==> config.mk <==
export PLATFORM = sky130hd
export DESIGN_NAME = mpeg_bitwin_reader
export DESIGN_NICKNAME = d
export VERILOG_FILES = /design/src/rtl/mpeg_bitwin_reader.sv
export SDC_FILE = /design/constraint.sdc
export NUM_CORES = 1
export LEC_CHECK = 0
export CORE_ASPECT_RATIO = 0.6
export CORE_UTILIZATION = 27
export CTS_CLUSTER_SIZE = 28
export DETAILED_ROUTE_END_ITERATION = 6
export SYNTH_ARGS = -nofsm -noshare
export SYNTH_HDL_FRONTEND = slang
export SYNTH_SLANG_ARGS = --single-unit
==> constraint.sdc <==
create_clock -name clk -period 11.6 [get_ports clk]
set_input_delay 1.16 -clock clk [delete_from_list [all_inputs] [get_ports clk]]
set_output_delay 1.16 -clock clk [all_outputs]
set_load 0.03 [all_outputs]
==> src/rtl/mpeg_bitwin_reader.sv <==
// MPEG bitstream window reader.
// Holds an MSB-aligned window of WIDTH bits and hands it to the VLC/header parsers.
// Parsers discard 0..WIDTH bits per flush, and the window refills from a byte stream.
// After the final stream byte, the window is padded with zero bytes so parsing can
// run past the end of the stream.
module mpeg_bitwin_reader #(
  parameter int unsigned WIDTH = 32,
  parameter int unsigned CW    = $clog2(WIDTH) + 1,
  parameter int unsigned POSW  = 32
) (
  input  logic             clk,
  input  logic             rst,
  input  logic             byte_valid,
  input  logic [7:0]       byte_data,
  input  logic             byte_last,
  output logic             byte_ready,
  input  logic             flush_req,
  input  logic [CW-1:0]    flush_n,
  output logic             flush_ready,
  output logic [WIDTH-1:0] win,
  output logic [CW-1:0]    incnt,
  output logic             win_valid,
  output logic             done,
  output logic             flush_err,
  output logic             eos,
  output logic [POSW-1:0]  bit_pos
);

  typedef enum logic [0:0] {StFill, StReady} state_e;

  localparam logic [CW-1:0] Byte8   = CW'(8);
  localparam logic [CW-1:0] WidthM8 = CW'(WIDTH - 8);
  localparam logic [CW-1:0] WidthC  = CW'(WIDTH);

  state_e state;

  // Next-state helpers
  logic [CW-1:0]    fill_shift;
  logic [CW-1:0]    fill_incnt;
  logic [WIDTH-1:0] merge_byte;
  logic             fill_adv;
  logic             flush_bad;
  logic [CW-1:0]    flush_incnt;
  logic [WIDTH-1:0] flush_win;
  logic [POSW-1:0]  flush_pos;

  // Handshake and status outputs depend only on state
  always_comb begin
    byte_ready  = (state == StFill) && !eos;
    flush_ready = (state == StReady);
    win_valid   = (state == StReady);
  end

  // Merge and flush arithmetic for the current window
  always_comb begin
    // While in FILL, incnt <= WIDTH-8, so this shift amount cannot go negative.
    fill_shift  = WidthM8 - incnt;
    merge_byte  = {{(WIDTH - 8){1'b0}}, byte_data} << fill_shift;
    fill_incnt  = incnt + Byte8;
    // After end of stream, a zero byte is merged every cycle without a handshake.
    fill_adv    = eos || byte_valid;
    flush_bad   = (flush_n > incnt) || (flush_n > WidthC);
    flush_incnt = incnt - flush_n;
    // A shift by WIDTH clears the window.
    flush_win   = win << flush_n;
    flush_pos   = bit_pos + {{(POSW - CW){1'b0}}, flush_n};
  end

  // Window, counters and the FILL/READY state machine
  always_ff @(posedge clk) begin
    if (rst) begin
      state     <= StFill;
      win       <= '0;
      incnt     <= '0;
      bit_pos   <= '0;
      eos       <= 1'b0;
      done      <= 1'b0;
      flush_err <= 1'b0;
    end else begin
      done      <= 1'b0;
      flush_err <= 1'b0;
      case (state)
        StFill: begin
          if (fill_adv) begin
            incnt <= fill_incnt;
            if (!eos) begin
              win <= win | merge_byte;
              if (byte_last) begin
                eos <= 1'b1;
              end
            end
            if (fill_incnt > WidthM8) begin
              state <= StReady;
              done  <= 1'b1;
            end
          end
        end
        StReady: begin
          if (flush_req) begin
            if (flush_bad) begin
              flush_err <= 1'b1;
            end else if (flush_n == '0) begin
              done <= 1'b1;
            end else begin
              win     <= flush_win;
              incnt   <= flush_incnt;
              bit_pos <= flush_pos;
              if (flush_incnt <= WidthM8) begin
                state <= StFill;
              end else begin
                done <= 1'b1;
              end
            end
          end
        end
        default: state <= StFill;
      endcase
    end
  end

endmodule
* Word level (Yosys, flattened, before mapping)
Cells that the tools add are included.
W data, S select, Z words.
** Storage, ports and cells
- Register bits :: 74
- Input port bits :: 19
- Output and inout bits :: 76
- Word-level logic and storage cells :: 61
** Cells by class
- Mux-type cells :: 24
- Add/subtract/negate cells :: 4
- Order comparisons :: 4
- Shift operators :: 2
- Reductions and logical operators :: 10
- Equality and inequality tests :: 5
- Bitwise gates (word level) :: 5
** Operators with widths (count)
- $mux W32 :: 5
- $pmux W32 S2 :: 1
- $add A32 B6 Y32 :: 1
- $or A32 B32 Y32 :: 1
- $shl A32 B6 Y32 :: 1
- $shl A8 B6 Y32 :: 1
- $mux W6 :: 4
- $pmux W6 S2 :: 1
- $mux W1 :: 11
- $ne A2 B2 Y1 const B :: 5
- $reduce_and A4 Y1 :: 2
- $add A6 B4 Y6 const B :: 1
- $gt A6 B5 Y1 const B :: 1
- $gt A6 B6 Y1 :: 1
- $gt A6 B6 Y1 const B :: 1
- $le A6 B5 Y1 const B :: 1
- $logic_not A6 Y1 :: 1
- $sub A5 B6 Y6 const A :: 1
- $sub A6 B6 Y6 :: 1
- $reduce_and A5 Y1 :: 1
- $not A1 Y1 :: 4
- $pmux W1 S2 :: 2
- $reduce_or A3 Y1 :: 1
- $logic_or A1 B1 Y1 :: 2
- 3 further kinds :: 3

* Depth between registers and ports, before layout
Gate-level depths: netlist (run 1).
- Depth in word-level cells :: 7
- Depth in mapped cells :: 13
- Gate-level depth less buffers :: 10

* Worst setup path after synthesis (run 1)
Ideal clock, no wire load.
- Kind :: in2reg
- Start point :: input port flush_n[1]
- End point :: register bit_pos[20]
- Cell stages on the path :: 12
- Path slack :: 7.021 ns
- Arrival :: 4.509 ns
- Setup time :: 0.070 ns
- Required time :: 11.530 ns
- Buffers on the path :: 4
- Path through :: clkbuf_1 > inv_2 > buf_1 > clkbuf_1 > fa_1 > a211oi_1 > o21a_1 > or3_4 > buf_6 > or3_1 > or4_1 > a21oi_1
** Between the ends
- Word-level cells in the longest chain between the ends :: 4
- Elaborated cells on any way between the ends :: 8
- Those cells by class :: add/sub (1); order compare (2); bitwise (2); reduce/logical (3)
** Ends and longest elaborated chain
- start, declared :: line 18 : input logic [CW-1:0] flush_n,
- branches (longest 4 deep; another with $add A32 B6 Y32)
- end signal, assigned :: line 107 : bit_pos <= flush_pos;
- end, declared :: line 26 : output logic [POSW-1:0] bit_pos
Several ways; the timed one is not identified.
A chain may end at the register's enable or synchronous reset.

* Final worst setup path (run 1)
- Start point :: input port flush_n[3]
- End point :: register win[25]
** Between the ends
- Word-level cells in the longest chain between the ends :: 5
- Elaborated cells on any way between the ends :: 12
- Those cells by class :: order compare (2); eq/ne (2); shift (1); mux (4); reduce/logical (3)
** Ends and longest elaborated chain
- $shl A32 B6 Y32 :: line 65 : flush_win = win << flush_n;
- $mux W32 :: line 102 : end else if (flush_n == '0) begin
- $mux W32 :: line 100 : if (flush_bad) begin
- $mux W32 :: line 99 : if (flush_req) begin
- $pmux W32 S2 :: line 82 : case (state)
- end signal, assigned :: line 87 : win <= win | merge_byte;
- end signal, assigned :: line 105 : win <= flush_win;
- end, declared :: line 20 : output logic [WIDTH-1:0] win,
Parallel ways exist; a longest one is shown, timed or not. The select of a mux whose other input is x is not followed.

==> qor.csv, run 1 <==
metric;value;unit
io_pins;95;
rsz0062_at_grt;false;
syn2layout_area_growth;23.8;%
cp_data_arrival_time;5040;ps
placement.io_buffers;94;
synth_cells;755;
drive_gt1_share;10.9;%
place_congestion;0.994;
clkTransAtPathRegs;60;ps
syn_nets;790;
required;11840;ps
mostFrequentLayoutCells;clkdlybuf4s50_1, nor2_1, nand2_1, dfxtp_1, o21ai_0;
met1_length;10.9;mm
cts_buffers;9;
die_h;119;µm
first_global_vias;5847;
drc_errors;0;
postLayoutCoreUtil;34.2;%
post-route-min-period;4800;ps
die_w;196;µm
wl_met3;3.09;mm
ant_nets;0;
hold_class;register to register;
mostFrequentLayoutCell;clkdlybuf4s50_1;
htreeDepth;3;
clock_power_share;38.0;%
ir_worst_vdd;0.0555;mV
fp.coreArea;22100;µm²
cts_tree;built;
p_switching;251;µW
dpl.hpwl;17.1;mm
seq_area_frac_synth;24.2;%
p_per_area;99.1;nW/µm²
clock-root-buffer;clkbuf_16;
slew_violations;0;
overflow;0;
clkLatencyLatePin;350;ps
cp_max_fo;34;
finalCritPeriodShare;41.4;%
grt_use_total;19.8;%
cts_hold_buf;0;
clock_skew;4.73;ps
max_slew_margin;23.6;%
first_iter_violations;657;
netlist.area_leader.share;24.2;%
vias;6463;
synth_edf_count;0;
antenna_cells;0;
firstDrtPassIters;5;
power_frac_comb;24.7;%
vias_per_cell;5.73;
cts_resized;0;
fillers;2335;
ctsLongestPathBuffers;2;
hold_viol;0;
critPathCaptureType;register;
placed_cell_area;7280;µm²
setup_violations;0;
drv_cap;0;
wl_per_cell;20.4;µm
synthesis.area;6120;µm²
final_area;7570;µm²
fin_setup_tns;0;ps
seqPwrFrac;37.3;%
ys_warn_count;0;
status;finished, final reports clean;
initial_core_util;27.6;%
synth_ff_type;dfxtp_1;
layout.nets;850;
path_class;input port to register;
grt_max_degree;63;
cts_sinks;74;
die_area;23300;µm²
hold_slack;466;ps
wl_met2;8.62;mm
p_leak;2.52;nW
placed_cells;1112;
max_freq;208;MHz
startpoint_type;input port;
stdcell_count;1128;
synth.top_cells.by_area;dfxtp_1, mux4_2, mux2i_1;
routed_wl;23.1;mm
grt_pass1_wl;35.2;mm
post-cts-setup-buffers;0;
synth_top_area_cell;dfxtp_1;
antenna_found_initial;1;
internal_power;499;µW
tightest_slew;1140;ps
p_sw_share;33.5;%
syn_avg_cell_area;8.10;µm²
rows;42;
dr.max_layer_used;met5;
yosys_register_bits;74;
async_reset_ff_share;0;%
ys_types;66;
## critical path, stage by stage
cell	delay (ps)
clkdlybuf4s50_1	450
buf_4	350
inv_1	470
ha_1	500
o21ai_0	90
o21a_1	240
nor3_2	790
buf_4	340
nor2_1	270
a211oi_1	300
nor2_1	60
## worst paths after layout
kind,start,to,slack (ps),cells after the start
setup / recovery,flush_n[3],win[25]$_SDFFE_PP0P_,6800,11
hold / removal,flush_ready$_SDFF_PP0_,flush_err$_SDFF_PP0_,470,2
setup reg to reg,incnt[0]$_SDFFE_PP0P_,win[25]$_SDFFE_PP0P_,7460,11
hold reg to reg,flush_ready$_SDFF_PP0_,flush_err$_SDFF_PP0_,470,2
## state kept, by name, indices dropped and copies added (netlist names)
signal and count:
bit_pos 32, flush_err 1, incnt 6, eos 1
win 32, done 1, flush_ready 1
## power groups by stage
stage          clock, mW  sequential, mW  combinational, mW
2_1_floorplan          0           0.291              0.107
3_3_place_gp           0           0.284              0.179
3_5_place_dp           0           0.284              0.179
4_1_cts            0.290           0.278              0.180
5_1_grt            0.299           0.280              0.197
6_report           0.285           0.280              0.185
## cell families after synthesis
| logic type | after synthesis | share of synthesized area, % |
|---|---|---|
| mux | 83 | 19.6 |
| simple gates | 273 | 21.7 |
| buf+inv | 73 | 4.83 |
| flops | 74 | 24.2 |
| fa+ha+maj | 16 | 3.52 |
| xor+xnor | 19 | 2.72 |
| compound gates | 217 | 23.5 |
## layer usage
layer	vias up	track usage [%]
met1	3091	29.4
li1	2992	-
met4	4	4.88
met3	27	8.88
met5	-	4.79
met2	349	24.4
## cell type report
class	instances	area [µm²]	area share, %
inverter	20	75.1	0.991
clock buffer	9	225	2.97
clock inverter	7	68.8	0.909
multi-input combinational	608	4350	57.4
sequential	74	1480	19.6
timing repair buffer	102	991	13.1
tap	308	385	5.09
## metrics by stage
step	power [mW]	setup slack, ps
floorplan	0.398	7020
global placement	0.463	6540
detailed placement	0.463	6460
CTS	0.748	6890
global route	0.777	6560
finish	0.750	6800
## synth_stat cells (all sizes together), types with 3 or more instances
library cell,instances
buf,15
nand4,4
nand2,76
o22ai,5
o211ai,6
a221oi,5
o2111ai,3
xor2,8
o21ai,48
or4,12
a21o,6
clkbuf,38
and3,9
o31ai,11
xnor2,11
mux2i,34
nand3b,3
nor3,24
a22o,4
ha,14
a311oi,4
mux2,22
nor4,12
nor2b,8
inv,18
nor3b,5
a21oi,44
a31oi,14
a2111oi,3
nand3,17
o21a,4
mux4,27
or3,15
nor2,77
a311o,3
dfxtp,74
a22oi,13
a31o,3
a211o,3
a211oi,22
or2,5
Note: power is estimated with default switching activity, not from simulation.
==> run 2: changes to the inputs <==
- clock period: 11.6 -> 4.7 ns (I/O delays scaled with it)
==> run 2 against run 1 <==
Sequential power rose by 150%. Worst setup slack got worse by 5500 ps. Count of clock-buffer cells in the layout rose by 4. Clock skew increased by 2.6 ps. Critical path depth down 2. Die area did not move. Power increased to 2.6 times the previous value. Register-to-register slack lost 6100 ps. Utilization is 0.42 points higher. Worst hold slack improved by 16 ps. Critical endpoint is now bit_pos[29]$_SDFFE_PP0P_.
==> qor.csv, run 2 (same netlist as run 1, synthesis figures left out) <==
metric;value;unit;change
grt_max_degree;39;;was 63
die_area;23300;µm²;unchanged
slew_violations;0;;unchanged
hold_class;register to register;;unchanged
r2r_start;incnt[0]$_SDFFE_PP0P_;;unchanged
cts_buffers;9;;unchanged
placed_cell_area;7320;µm²;was 7280 µm²
seqPwrFrac;35.3;%;was 37.3%
p_leak;2.58;nW;was 2.52 nW
vias_per_cell;5.74;;was 5.73
whs_endpoint;bit_pos[0]$_SDFFE_PP0P_;;was flush_err$_SDFF_PP0_
post-cts-setup-buffers;0;;unchanged
fp.coreArea;22100;µm²;unchanged
status;finished, final reports clean;;unchanged
antenna_found_initial;0;;was 1
grt_use_total;20.6;%;was 19.8%
antenna_cells;0;;unchanged
rows;42;;unchanged
post-route-min-period;3410;ps;
dp_worst_setup_slack;973;ps;was 6460 ps
firstDrtPassIters;6;;was 5
io_pins;95;;unchanged
worstHoldStart;bit_pos[0]$_SDFFE_PP0P_;;was flush_ready$_SDFF_PP0_
hold-path-cell-count;2;;unchanged
place_congestion;0.968;;was 0.994
startpoint_type;input port;;unchanged
cp_data_arrival_time;3670;ps;was 5040 ps
mostFrequentLayoutCells;clkdlybuf4s50_1, nor2_1, nand2_1, dfxtp_1, o21ai_0;;unchanged
cts_sinks;74;;unchanged
vias;6499;;was 6463
max_slew_margin;16.7;%;was 23.6%
p_switching;603;µW;was 251 µW
syn2layout_area_growth;25.3;%;was 23.8%
tightest_slew;1250;ps;was 1140 ps
internal_power;1.35;mW;was 499 µW
hold_viol;0;;unchanged
timing.final.ws_setup;1290;ps;was 6800 ps
cts_resized;0;;unchanged
die_w;196;µm;unchanged
clkTransAtPathRegs;60;ps;about the same
hold_slack;481;ps;was 466 ps
finalCritPeriodShare;72.5;%;
placement.io_buffers;94;;unchanged
ctsLongestPathBuffers;2;;unchanged
first_global_vias;5863;;was 5847
clkLatencyLatePin;350;ps;about the same
routed_wl;23.7;mm;was 23.1 mm
cp_max_fo;12;;was 34
clock_skew;7.29;ps;was 4.73 ps
top_regs;bit_pos (32), win (32), incnt (6);;unchanged
initial_core_util;27.6;%;unchanged
postLayoutCoreUtil;34.6;%;was 34.2%
first_iter_violations;750;;was 657
mostFrequentLayoutCell;clkdlybuf4s50_1;;unchanged
fin_setup_tns;0;ps;unchanged
clock_power_share;41.0;%;was 38.0%
drc_errors;0;;unchanged
power_frac_comb;23.6;%;was 24.7%
overflow;0;;unchanged
die_h;119;µm;unchanged
max_freq;293;MHz;
p_sw_share;30.9;%;was 33.5%
setup_violations;0;;unchanged
fillers;2279;;was 2335
rsz0062_at_grt;false;;unchanged
final_area;7660;µm²;was 7570 µm²
ant_nets;0;;unchanged
required;4970;ps;was 11840 ps
reg2reg_depth;10;;was 11
critPathCaptureType;register;;unchanged
r2r-end;bit_pos[29]$_SDFFE_PP0P_;;was win[25]$_SDFFE_PP0P_
finalPower;1.95;mW;was 750 µW
htreeDepth;3;;unchanged
path_class;input port to register;;unchanged
clock-root-buffer;clkbuf_16;;unchanged
cts_hold_buf;0;;unchanged
p_per_area;255;nW/µm²;was 99.1 nW/µm²
drv_cap;0;;unchanged
layout.nets;855;;was 850
grt_pass1_wl;36.4;mm;was 35.2 mm
dpl.hpwl;18.0;mm;was 17.1 mm
wl_per_cell;20.9;µm;was 20.4 µm
placed_cells;1117;;was 1112
drive_gt1_share;11.4;%;was 10.9%
cts_tree;built;;unchanged
ir_worst_vdd;0.150;mV;was 0.0555 mV
stdcell_count;1133;;was 1128
r2r_setup_slack;1360;ps;was 7460 ps
[run 2: cell count changes in the layout (fill, tap and decap cells not counted)]
cell | previous run | this run
clkbuf_8 | 0 | 4
inv_6 | 1 | 0
clkinvlp_4 | 2 | 0
clkinv_4 | 0 | 1
clkinv_2 | 3 | 0
bufinv_16 | 1 | 2
buf_4 | 8 | 13
[run 2: power groups by stage]
stage                     Sequential, mW  Combinational, mW  Clock (mW)
after floorplan                    0.719              0.264           0
after global placement             0.701              0.447           0
after detailed placement           0.700              0.446           0
after CTS                          0.686              0.449       0.813
after global routing               0.691              0.493       0.842
final                              0.689              0.461       0.800
[run 2: final cells by class]
cell class                 count  area (µm²)  area share [%]
clock buffer                  13         280            3.66
clock inverter                 3        68.8           0.898
inverter                      20        75.1           0.979
multi-input combinational    608        4350            56.7
sequential                    74        1480            19.3
tap                          308         385            5.03
timing repair buffer         107        1030            13.4
[run 2: how the worst max path moves through the flow]
stage,startpoint,to,slack [ps],cells past startpoint
after floorplan,flush_n[1],bit_pos[20]$_SDFFE_PP0P_,810,12
after global placement,flush_n[2],bit_pos[29]$_SDFFE_PP0P_,1040,9
after detailed placement,flush_n[2],bit_pos[23]$_SDFFE_PP0P_,970,9
after CTS,flush_n[2],bit_pos[29]$_SDFFE_PP0P_,1310,9
after global routing,flush_n[5],bit_pos[29]$_SDFFE_PP0P_,960,9
final,flush_n[2],bit_pos[29]$_SDFFE_PP0P_,1290,9
[run 2: routing by layer]
layer  global-route usage (%)  share of wire (%)
met1                     32.5                 50
met4                     4.64                1.1
met2                     24.8                 37
met3                     7.71                 12
met5                        0                  0
[run 2: worst max-delay path, stage by stage]
cell	delay, ps
clkdlybuf4s50_1	580
clkinv_1	160
ha_1	390
a211oi_1	100
o21a_1	250
nor4_2	640
nand3_1	430
or4_1	510
a21oi_1	150
==> run 3: changes to the inputs <==
- clock period: 4.7 -> 2.9 ns (I/O delays scaled with it)
==> run 3 against run 2 <==
First-iteration DRC count shrank 4.9%. Global-route usage grew 0.41 points. Die area is the same. Sequential share of layout area shrank 1.2 points. Combinational power grew 80%. Clock power grew 55%. Register-to-register slack lost 1200 ps. Wire length grew 2.2%. Critical endpoint is now bit_pos[20]$_SDFFE_PP0P_. Largest cell class unchanged.
==> qor.csv, run 3 (same netlist as run 1, synthesis figures left out) <==
metric;value;unit;change
worstHoldStart;rst;;was bit_pos[0]$_SDFFE_PP0P_
hold_class;input port to register;;was register to register
fin_setup_tns;0;ps;unchanged
fp.coreArea;22100;µm²;unchanged
internal_power;2.17;mW;was 1.35 mW
initial_core_util;27.6;%;unchanged
post-cts-setup-buffers;0;;unchanged
path_class;input port to register;;unchanged
p_switching;1.01;mW;was 603 µW
grt_max_degree;47;;was 39
gr-usage-met3;8.30;%;was 7.71%
vias_per_cell;5.53;;was 5.74
cp_max_fo;5;;was 12
clkLatencyLatePin;350;ps;about the same
slew_violations;0;;unchanged
cts_sinks;74;;unchanged
stdcell_count;1200;;was 1133
vias;6630;;was 6499
reg2reg_depth;10;;unchanged
grtUsageMet2;25.9;%;was 24.8%
dpl.hpwl;19.0;mm;was 18.0 mm
rows;42;;unchanged
drc_errors;0;;unchanged
clock_power_share;39.0;%;was 41.0%
p_sw_share;31.8;%;was 30.9%
grt_use_total;21.0;%;was 20.6%
overflow;0;;unchanged
use_met1;32.8;%;was 32.5%
place_congestion;0.968;;about the same
die_area;23300;µm²;unchanged
drive_gt1_share;18.8;%;was 11.4%
die_w;196;µm;unchanged
placed_cells;1184;;was 1117
max_freq;356;MHz;
p_per_area;388;nW/µm²;was 255 nW/µm²
hold_viol;0;;unchanged
ir_worst_vdd;0.313;mV;was 0.150 mV
cp_data_arrival_time;3090;ps;was 3670 ps
io_pins;95;;unchanged
tightest_slew;738;ps;was 1250 ps
grt_pass1_wl;36.9;mm;was 36.4 mm
mostFrequentLayoutCell;clkdlybuf4s50_1;;unchanged
p_leak;2.90;nW;was 2.58 nW
startpoint_type;input port;;unchanged
r2r_start;incnt[0]$_SDFFE_PP0P_;;unchanged
die_h;119;µm;unchanged
cp-startpoint;flush_n[3];;was flush_n[2]
mostFrequentLayoutCells;clkdlybuf4s50_1, buf_4, nor2_1, nand2_1, dfxtp_1;;was clkdlybuf4s50_1, nor2_1, nand2_1, dfxtp_1, o21ai_0
cts_tree;built;;unchanged
cts_hold_buf;0;;unchanged
power_frac_comb;26.1;%;was 23.6%
drv_cap;0;;unchanged
r2r-end;bit_pos[20]$_SDFFE_PP0P_;;was bit_pos[29]$_SDFFE_PP0P_
post-route-min-period;2810;ps;
gr-max-usage-layer;met1;;unchanged
syn2layout_area_growth;34.1;%;was 25.3%
antenna_found_initial;1;;was 0
setup_violations;0;;unchanged
critPathCaptureType;register;;unchanged
wl_per_cell;20.2;µm;was 20.9 µm
clock_skew;6.55;ps;was 7.29 ps
status;finished, final reports clean;;unchanged
hold_slack;340;ps;was 481 ps
required;3180;ps;was 4970 ps
clock-root-buffer;clkbuf_16;;unchanged
first_global_vias;6076;;was 5863
postLayoutCoreUtil;37.1;%;was 34.6%
whs_endpoint;win[12]$_SDFFE_PP0P_;;was bit_pos[0]$_SDFFE_PP0P_
finalPower;3.18;mW;was 1.95 mW
firstDrtPassIters;5;;was 6
r2r_setup_slack;180;ps;was 1360 ps
placement.io_buffers;94;;unchanged
finalCritPeriodShare;96.9;%;
clkTransAtPathRegs;60;ps;about the same
top_regs;bit_pos (32), win (32), incnt (6);;unchanged
ant_nets;0;;unchanged
cts_buffers;9;;unchanged
hold-path-cell-count;2;;unchanged
rsz0062_at_grt;false;;unchanged
antenna_cells;0;;unchanged
routed_wl;24.2;mm;was 23.7 mm
max_slew_margin;50.3;%;was 16.7%
first_iter_violations;713;;was 750
fillers;2304;;was 2279
htreeDepth;3;;unchanged
ctsLongestPathBuffers;2;;unchanged
layout.nets;922;;was 855
seqPwrFrac;34.9;%;was 35.3%
==> run 3: metrics by stage <==
step | setup slack, ps | area (µm²)
detailed placement | -207 | 7870
global placement | -197 | 7870
finish | 88.5 | 8200
CTS | 151 | 8190
floorplan | -37.8 | 6220
global route | 6.10 | 8200
==> run 3: final cells by class <==
cell class                 count  area [µm²]  area share (%)
clock buffer                  11         243            2.96
clock inverter                 5        77.6           0.946
inverter                      20        87.6            1.07
multi-input combinational    608        4380            53.4
sequential                    74        1490            18.1
tap                          308         385            4.70
timing repair buffer         174        1550            18.9
==> run 3: worst max-delay path: stages <==
cell and delay (ps):
clkdlybuf4s50_1 620, inv_1 100, ha_1 300, o21ai_0 70, o21a_1 260, or3_4 390, or3_4 400, or4_1 500
a21oi_1 150
==> run 3: worst max-delay path by stage <==
| stage | to | slack [ps] |
|---|---|---|
| global placement | bit_pos[20]$_SDFFE_PP0P_ | -200 |
| finish | bit_pos[20]$_SDFFE_PP0P_ | 90 |
| detailed placement | bit_pos[20]$_SDFFE_PP0P_ | -210 |
| CTS | bit_pos[20]$_SDFFE_PP0P_ | 150 |
| floorplan | bit_pos[20]$_SDFFE_PP0P_ | -40 |
| global route | bit_pos[20]$_SDFFE_PP0P_ | 6 |
==> run 3: layer usage <==
layer	part of all wire (%)	wire length, µm	vias up
li1	-	-	3147
met3	11	2720	17
met1	51	12300	3171
met4	0.81	197	0
met5	0	0	-
met2	37	8920	295
==> run 3: repair_timing <==
item | CTS | global route
endpoints found under the setup margin | 0 | 1
gates resized for setup | 0 | 2
endpoints found under the hold margin | 0 | 0
==> run 3: power groups by stage <==
stage	logic [mW]	registers, mW	clock network (mW)
after floorplan	0.439	1.16	0
after global placement	0.807	1.13	0
after detailed placement	0.807	1.13	0
after CTS	0.812	1.11	1.26
after global routing	0.884	1.11	1.31
final	0.830	1.11	1.24
